--- src/rtl/count_direction_decoder_if.sv ---
// Sample/observation bus between a bidirectional-counter observer and its consumer.
// The observer takes the slave modport; whoever supplies Q_in/en takes the master modport.
interface count_direction_decoder_if #(
    parameter int unsigned WIDTH = 3
);
    logic [WIDTH-1:0] Q_in;
    logic             en;
    logic             mode_out;
    logic             locked;
    logic             err;
    logic             wrap;
    logic             dir_change;
    logic [15:0]      net_cnt;

    modport master (
        output Q_in,
        output en,
        input  mode_out,
        input  locked,
        input  err,
        input  wrap,
        input  dir_change,
        input  net_cnt
    );

    modport slave (
        input  Q_in,
        input  en,
        output mode_out,
        output locked,
        output err,
        output wrap,
        output dir_change,
        output net_cnt
    );
endinterface

--- src/rtl/count_direction_decoder.sv ---
// Classifies successive samples of a remote up/down counter, recovers its direction,
// declares lock after a run of consistent steps and tracks a 16-bit net position.
module count_direction_decoder #(
    parameter int unsigned WIDTH      = 3,
    parameter int unsigned LOCK_COUNT = 4
) (
    input  logic                     CLK,
    input  logic                     CLR,
    count_direction_decoder_if.slave bus_io
);
    localparam logic [1:0] StEmpty = 2'd0;
    localparam logic [1:0] StAcq   = 2'd1;
    localparam logic [1:0] StLock  = 2'd2;

    localparam logic [3:0] LockCnt = 4'(LOCK_COUNT);

    logic [1:0]       state_q, state_d;
    logic [WIDTH-1:0] prev_q, prev_d;
    logic [3:0]       run_q, run_d;
    logic             run_dir_q, run_dir_d;
    logic             mode_q, mode_d;
    logic             locked_q, locked_d;
    logic             err_q, err_d;
    logic             wrap_q, wrap_d;
    logic             dir_change_q, dir_change_d;
    logic [15:0]      net_q, net_d;

    logic [WIDTH-1:0] diff;
    logic             is_up, is_down, is_hold, is_step;
    logic             step_wraps;
    logic [3:0]       run_next;

    // Modular difference: +1 is an up step, all-ones is a down step.
    assign diff       = bus_io.Q_in - prev_q;
    assign is_up      = (diff == WIDTH'(1));
    assign is_down    = (diff == {WIDTH{1'b1}});
    assign is_hold    = (diff == '0);
    assign is_step    = is_up | is_down;
    assign step_wraps = (is_up && bus_io.Q_in == '0) || (is_down && bus_io.Q_in == {WIDTH{1'b1}});

    always_comb begin
        state_d      = state_q;
        prev_d       = prev_q;
        run_d        = run_q;
        run_dir_d    = run_dir_q;
        mode_d       = mode_q;
        locked_d     = locked_q;
        net_d        = net_q;
        err_d        = 1'b0;
        wrap_d       = 1'b0;
        dir_change_d = 1'b0;
        run_next     = run_q;

        if (bus_io.en) begin
            prev_d = bus_io.Q_in;
            if (state_q != StEmpty && is_step) begin
                net_d  = is_up ? net_q + 16'd1 : net_q - 16'd1;
                wrap_d = step_wraps;
            end

            case (state_q)
                StEmpty: begin
                    run_d   = 4'd0;
                    state_d = StAcq;
                end
                StAcq: begin
                    if (is_step) begin
                        if (run_q == 4'd0 || is_up == run_dir_q) begin
                            run_next = (run_q < LockCnt) ? run_q + 4'd1 : run_q;
                        end else begin
                            run_next = 4'd1;
                        end
                        run_d     = run_next;
                        run_dir_d = is_up;
                        if (run_next >= LockCnt) begin
                            state_d  = StLock;
                            mode_d   = is_up;
                            locked_d = 1'b1;
                        end
                    end else if (!is_hold) begin
                        err_d = 1'b1;
                        run_d = 4'd0;
                    end
                end
                StLock: begin
                    if (is_step) begin
                        if (is_up != mode_q) begin
                            dir_change_d = 1'b1;
                            mode_d       = is_up;
                            run_dir_d    = is_up;
                        end
                    end else if (!is_hold) begin
                        err_d    = 1'b1;
                        locked_d = 1'b0;
                        run_d    = 4'd0;
                        state_d  = StAcq;
                    end
                end
                default: begin
                    state_d = StEmpty;
                end
            endcase
        end
    end

    always_ff @(posedge CLK) begin
        if (CLR) begin
            state_q      <= StEmpty;
            prev_q       <= '0;
            run_q        <= 4'd0;
            run_dir_q    <= 1'b0;
            mode_q       <= 1'b0;
            locked_q     <= 1'b0;
            err_q        <= 1'b0;
            wrap_q       <= 1'b0;
            dir_change_q <= 1'b0;
            net_q        <= 16'd0;
        end else begin
            state_q      <= state_d;
            prev_q       <= prev_d;
            run_q        <= run_d;
            run_dir_q    <= run_dir_d;
            mode_q       <= mode_d;
            locked_q     <= locked_d;
            err_q        <= err_d;
            wrap_q       <= wrap_d;
            dir_change_q <= dir_change_d;
            net_q        <= net_d;
        end
    end

    assign bus_io.mode_out   = mode_q;
    assign bus_io.locked     = locked_q;
    assign bus_io.err        = err_q;
    assign bus_io.wrap       = wrap_q;
    assign bus_io.dir_change = dir_change_q;
    assign bus_io.net_cnt    = net_q;
endmodule

--- src/flat_wrapper.sv ---
// flat-port wrapper written by rule: the top's interface ports become plain ports
module count_direction_decoder_flat 
#(
    parameter int unsigned WIDTH      = 3,
    parameter int unsigned LOCK_COUNT = 4
)
  (CLK, CLR, bus_io_Q_in, bus_io_en, bus_io_mode_out, bus_io_locked, bus_io_err, bus_io_wrap, bus_io_dir_change, bus_io_net_cnt);
  count_direction_decoder_if #(.WIDTH(WIDTH)) bus_io_i ();
  input  logic CLK;
  input  logic CLR;
  input wire logic [$bits(bus_io_i.Q_in)-1:0] bus_io_Q_in;
  input wire logic [$bits(bus_io_i.en)-1:0] bus_io_en;
  output wire logic [$bits(bus_io_i.mode_out)-1:0] bus_io_mode_out;
  output wire logic [$bits(bus_io_i.locked)-1:0] bus_io_locked;
  output wire logic [$bits(bus_io_i.err)-1:0] bus_io_err;
  output wire logic [$bits(bus_io_i.wrap)-1:0] bus_io_wrap;
  output wire logic [$bits(bus_io_i.dir_change)-1:0] bus_io_dir_change;
  output wire logic [$bits(bus_io_i.net_cnt)-1:0] bus_io_net_cnt;
  assign bus_io_i.Q_in = bus_io_Q_in;
  assign bus_io_i.en = bus_io_en;
  assign bus_io_mode_out = bus_io_i.mode_out;
  assign bus_io_locked = bus_io_i.locked;
  assign bus_io_err = bus_io_i.err;
  assign bus_io_wrap = bus_io_i.wrap;
  assign bus_io_dir_change = bus_io_i.dir_change;
  assign bus_io_net_cnt = bus_io_i.net_cnt;
  count_direction_decoder #(.WIDTH(WIDTH), .LOCK_COUNT(LOCK_COUNT)) u_core (.CLK(CLK), .CLR(CLR), .bus_io(bus_io_i));
endmodule
--- config.mk ---
export PLATFORM = sky130hd
export DESIGN_NAME = count_direction_decoder_flat
export DESIGN_NICKNAME = d
export VERILOG_FILES = /design/src/rtl/count_direction_decoder_if.sv /design/src/rtl/count_direction_decoder.sv /design/src/flat_wrapper.sv
export SDC_FILE = /design/constraint.sdc
export NUM_CORES = 1
export LEC_CHECK = 0
export BUFFER_PORTS_ARGS = -buffer_cell sky130_fd_sc_hd__buf_4
export CAP_MARGIN = 30
export CORE_MARGIN = 2
export CORE_UTILIZATION = 60
export DETAILED_ROUTE_END_ITERATION = 7
export PLACE_DENSITY_LB_ADDON = 0.15
export SLEW_MARGIN = 10
export SYNTH_ARGS = -nofsm -noshare
export SYNTH_HDL_FRONTEND = slang
export SYNTH_SLANG_ARGS = --single-unit
--- constraint.sdc ---
create_clock -name CLK -period 7 [get_ports CLK]
set_clock_uncertainty 0.05 [all_clocks]
set_input_delay 0.35 -clock CLK [delete_from_list [all_inputs] [get_ports CLK]]
set_output_delay 0.35 -clock CLK [all_outputs]
set_load 0.02 [all_outputs]
* Yosys cells after proc, flatten, opt, wreduce, memory -nomap -nowiden
Index checks and enable logic that the tools add are counted.
** Storage, ports and cells
- Bits in registers :: 31
** Cells by class
- Add/sub/neg operators :: 4
- Magnitude comparators :: 2
- Eq/ne operators :: 13
- Multiplexer cells :: 29
- Bitwise logic cells :: 6
- Reduce and logical (&&, ||, !) cells :: 22
** Operator list (count)
- two-way mux 4 bit :: 8
- adder 16 x 1 -> 16 bit (second input constant) :: 1
- two-way mux 16 bit :: 1
- subtractor 16 x 1 -> 16 bit (second input constant) :: 1
- case mux 4 bit (3 select lines) :: 1
- AND reduction 6 bit :: 2
- two-way mux 1 bit :: 11
- AND reduction 5 bit :: 2
- two-way mux 2 bit :: 4
- != test 2 x 1 -> 1 bit (second input constant) :: 4
- OR reduction 4 bit :: 2
- == test 3 bit (second input constant) :: 2
- logical NOT 3 bit :: 2
- case mux 1 bit (2 select lines) :: 3
- case mux 2 bit (3 select lines) :: 1
- inverter 1 bit :: 5
- adder 4 x 1 -> 4 bit (second input constant) :: 1
- >= comparator 4 x 3 -> 1 bit (second input constant) :: 1
- logical NOT 4 bit :: 1
- < comparator 4 x 3 -> 1 bit (second input constant) :: 1
- != test 2 bit (second input constant) :: 2
- nonzero test 2 bit :: 2
- == test 3 x 1 -> 1 bit (second input constant) :: 1
- logical AND 1 bit :: 3
- 13 further kinds :: 14

* Longest topological paths before layout
- Word-level depth :: 12
- Mapped depth :: 17

* Worst setup path before layout
Ideal clock, no wire load.
- Kind :: input port to flip-flop
- Start :: input port bus_io_Q_in[0]
- End :: register u_core.net_q[12], in the netlist u_core.bus_io.net_cnt[12]
- Library setup time :: 121 ps
- Arrival time :: 4287 ps
- Path slack :: 2542 ps
- Cell stages on the path :: 17
- Path buffers :: 2
- Path through :: inv_1 -> ha_1 -> fa_1 -> nand2b_1 -> nor2_4 -> buf_6 -> clkbuf_1 -> xnor2_1 -> ha_1 -> o31a_1 -> o32a_1 -> o221a_2 -> o21ai_0 -> a21oi_1 -> or4_1 -> a21oi_1 -> mux2_2
** Between the ends
- Longest elaborated chain between the ends :: 5
** RTL lines
- from (decl) :: line flat_wrapper.sv:11 : input wire logic [$bits(bus_io_i.Q_in)-1:0] bus_io_Q_in;
- subtractor 3 bit (*) :: line count_direction_decoder.sv:34 : assign diff = bus_io.Q_in - prev_q;
- == test 3 x 1 -> 1 bit or == test 3 bit (tied branches) :: line count_direction_decoder.sv:35, count_direction_decoder.sv:36
- bitwise OR 1 bit :: line count_direction_decoder.sv:38 : assign is_step = is_up | is_down;
- logical AND 1 bit :: line count_direction_decoder.sv:56 : if (state_q != StEmpty && is_step) begin
- AND reduction 2 bit (no source line)
- to (signal assigned) :: line count_direction_decoder.sv:128 : net_q <= net_d;
- to (decl) :: line count_direction_decoder.sv:26 : logic [15:0] net_q, net_d;
Every way passes the cells marked *; elsewhere a longest branch is shown, timed or not.
A chain may end at the register's enable or synchronous reset.

* Final worst setup path
- Start :: register u_core.prev_q[0]
- End :: register u_core.net_q[12], in the netlist u_core.bus_io.net_cnt[12]
** Between the ends
- Longest elaborated chain between the ends :: 5
** RTL lines
- from (decl) :: line count_direction_decoder.sv:18 : logic [WIDTH-1:0] prev_q, prev_d;
- from (signal assigned) :: line count_direction_decoder.sv:120 : prev_q <= prev_d;
- subtractor 3 bit (*) :: line count_direction_decoder.sv:34
- == test 3 x 1 -> 1 bit or == test 3 bit (tied branches) :: line count_direction_decoder.sv:35, count_direction_decoder.sv:36
- bitwise OR 1 bit :: line count_direction_decoder.sv:38
- logical AND 1 bit :: line count_direction_decoder.sv:56
- AND reduction 2 bit (no source line)
Marked as above.

==> reports/results.ini <==
[layout]
drive_gt1_share_pct=17.3
syn2layout_area_growth_pct=8.77
nFillCells=349
instances_no_fill=363
num_antenna_cells=0
final_util_pct=67.2
layout_common_cells=nor2_1 (31), dfxtp_1 (31), buf_4 (27), nand2_1 (26), a21oi_1 (24)
fin_nets=335

[global_route]
antenna_found_initial=0
grt_pass1_wl_mm=9.03
grt_pass1_vias=1983
met2_usage_pct=40.7
use_met1_pct=33.8
track_usage_pct=25.2
grt_start_max_net_pins=34
met3_usage_pct=5.10
grt-busiest-layer=met2
grt_overflow_total=0

[route]
routed_via_density=5.99
drt_iter0_markers=118
vias=2176
antenna_left=0
drt-pass1-iter-count=4
totalWireLength_mm=5.24
wl_per_cell_um=14.4
drc_errors=0

[synthesis]
yosysSeqAreaShare_pct=25.3
synth_ff_type=dfxtp_1
ys_types=66
synth_edf_count=0
ys_ff_latch=31
synth_fp_nets=316
synth.avg_cell_area_um2=8.35
synth-async-reset-ratio_pct=0
yosys_warnings=0
synth_area_um2=2450
syn_inst=294

[placed_design]
place_ws_ns=1.98
place_congestion=0.896
port-buffer-count=26
dp.cells=356
hpwl_mm=3.67

[job]
drv_cap=0

[timing]
fin_ws_ns=2.14
tightest_slew_ns=0.807
setup_tns_ns=0
finalCritPeriodShare_pct=69.5
grt_setup_unrepaired=false
fmax_mhz=206
layout_min_cycle_time_ns=4.86
hold_violations=0
drv_slew=0
setup_violations=0
max_slew_margin_pct=45.7

[worst_setup_path]
critPathMaxFanout=26
cp_num_buf_inv=1
worst_ep_arrival_time_ns=4.99
path_delay_family=adder cells
crit_type=reg2reg
crit_path_end_kind=register
path_cells=ha_1 -> fa_1 -> nand2b_1 -> nor2_4 -> inv_2 -> ha_1 -> o31a_1 -> o32a_1 -> o221a_2 -> o21ai_0 -> a21oi_1 -> or4_1 -> a21oi_1 -> mux2_2
critPathSlowestCell=fa_1
startpoint_type=register
crit_required_ns=7.12
critPathMaxStageDelay_ns=0.62

[power_and_ir_drop]
clock_power_share_pct=25.8
p_seq_share_pct=35.8
ir_worst_vdd_uv=100
p_sw_w=0.000199
intPower_w=0.000356
power_frac_comb_pct=38.4
leakage_nw=1.08
swShare_pct=35.8
power_density_nw_per_um2=208

[floorplan]
io_pins=27
die_h_um=67.9
rows=23
coreArea_um2=3970
start_util_pct=61.8
dieWidth_um=67.9
dieArea_um2=4620

[clock_tree]
cts_root_buf=clkbuf_8
hold_buffers=0
h-tree-depth=2
clock-sinks=31
clk_path_buf_depth=2
numCtsBuffers=5
post_cts_buffers=0
clkTransAtPathRegs_ns=0.07
insertion_delay_ns=0.29
cts_tree=built
cts_resized=0

[worst_hold_path]
hold_path_class=in2reg

[status]
outcome=finished clean

metrics by stage:
step | power [W] | area [µm²] | hold slack, ns
global placement | 0.000410 | 2580 | 0.412
detailed placement | 0.000414 | 2580 | 0.417
CTS | 0.000558 | 2670 | 0.289
floorplan | 0.000375 | 2450 | 0.409
global route | 0.000593 | 2670 | 0.300
finish | 0.000555 | 2670 | 0.289
worst paths after layout:
path / from / end / slack (ns) / depth (start not counted)
min: bus_io_Q_in[0] / u_core.prev_q[0] / 0.29 / 3
max: u_core.prev_q[0] / u_core.bus_io.net_cnt[12] / 2.14 / 14
min reg2reg: u_core.bus_io.net_cnt[8] / u_core.bus_io.net_cnt[8] / 0.42 / 2
max reg2reg: u_core.prev_q[0] / u_core.bus_io.net_cnt[12] / 2.14 / 14
synthesized netlist by cell type (5+ instances only):
cell | number | area share (%)
nor2_1 | 31 | 4.7
or3_1 | 5 | 1.3
xnor2_1 | 13 | 4.6
clkbuf_8 | 6 | 3.4
o21ai_0 | 15 | 3.1
inv_1 | 11 | 1.7
clkbuf_1 | 6 | 0.92
mux2i_1 | 7 | 2.9
a21oi_1 | 24 | 4.9
dfxtp_1 | 31 | 25
nand2_1 | 26 | 4.0
ha_1 | 15 | 7.6
a211oi_1 | 6 | 1.8
nand3_1 | 8 | 1.6
nor2b_1 | 6 | 1.5
nor3_1 | 8 | 1.6
worst register-to-register path: cells and delay by family, from the launching register on:
family	cells	cell delay, ns
compound gates	6	1.17
fa+ha+maj	3	1.25
buf+inv	1	0.36
flops	1	0.31
mux	1	0.35
simple gates	3	1.24
power groups by stage:
stage	registers [W]	logic, W	clock network (W)
final	0.000198	0.000213	0.000143
after global routing	0.000200	0.000238	0.000154
after CTS	0.000198	0.000213	0.000147
after detailed placement	0.000202	0.000211	0
after global placement	0.000202	0.000208	0
after floorplan	0.000205	0.000169	0
kinds of logic (layout without fill, tap and decap cells):
logic type	count (synthesis)	count (layout)	share of synthesized area [%]
buf+inv	27	46	7.44
mux	9	9	3.77
flops	31	31	25.3
xor+xnor	18	18	7.70
fa+ha+maj	17	17	8.87
simple gates	111	111	23.1
compound gates	81	81	23.8
final cells by class:
| class | count | area [µm²] | share of cell area, % |
|---|---|---|---|
| clock buffers | 6 | 82.6 | 3.09 |
| clock inverters | 1 | 5.00 | 0.188 |
| inverters | 12 | 45.0 | 1.69 |
| multi-input cells | 236 | 1650 | 61.8 |
| flip-flops and latches | 31 | 621 | 23.3 |
| well taps | 50 | 62.6 | 2.34 |
| repair buffers | 27 | 203 | 7.59 |
per-layer routing:
layer | part of all wire, % | wire length, µm
met3 | 4.8 | 250
met5 | 0 | 0
met1 | 49 | 2580
met4 | 1.6 | 82
met2 | 45 | 2330
sequential cells by signal, indices dropped and copies added (netlist names):
name                      flops
u_core.bus_io.wrap            1
u_core.run_q                  4
u_core.bus_io.net_cnt        16
u_core.run_dir_q              1
u_core.bus_io.mode_out        1
u_core.bus_io.locked          1
u_core.state_q                2
u_core.prev_q                 3
u_core.bus_io.err             1
u_core.bus_io.dir_change      1
Note: power is estimated with default switching activity, not from simulation.
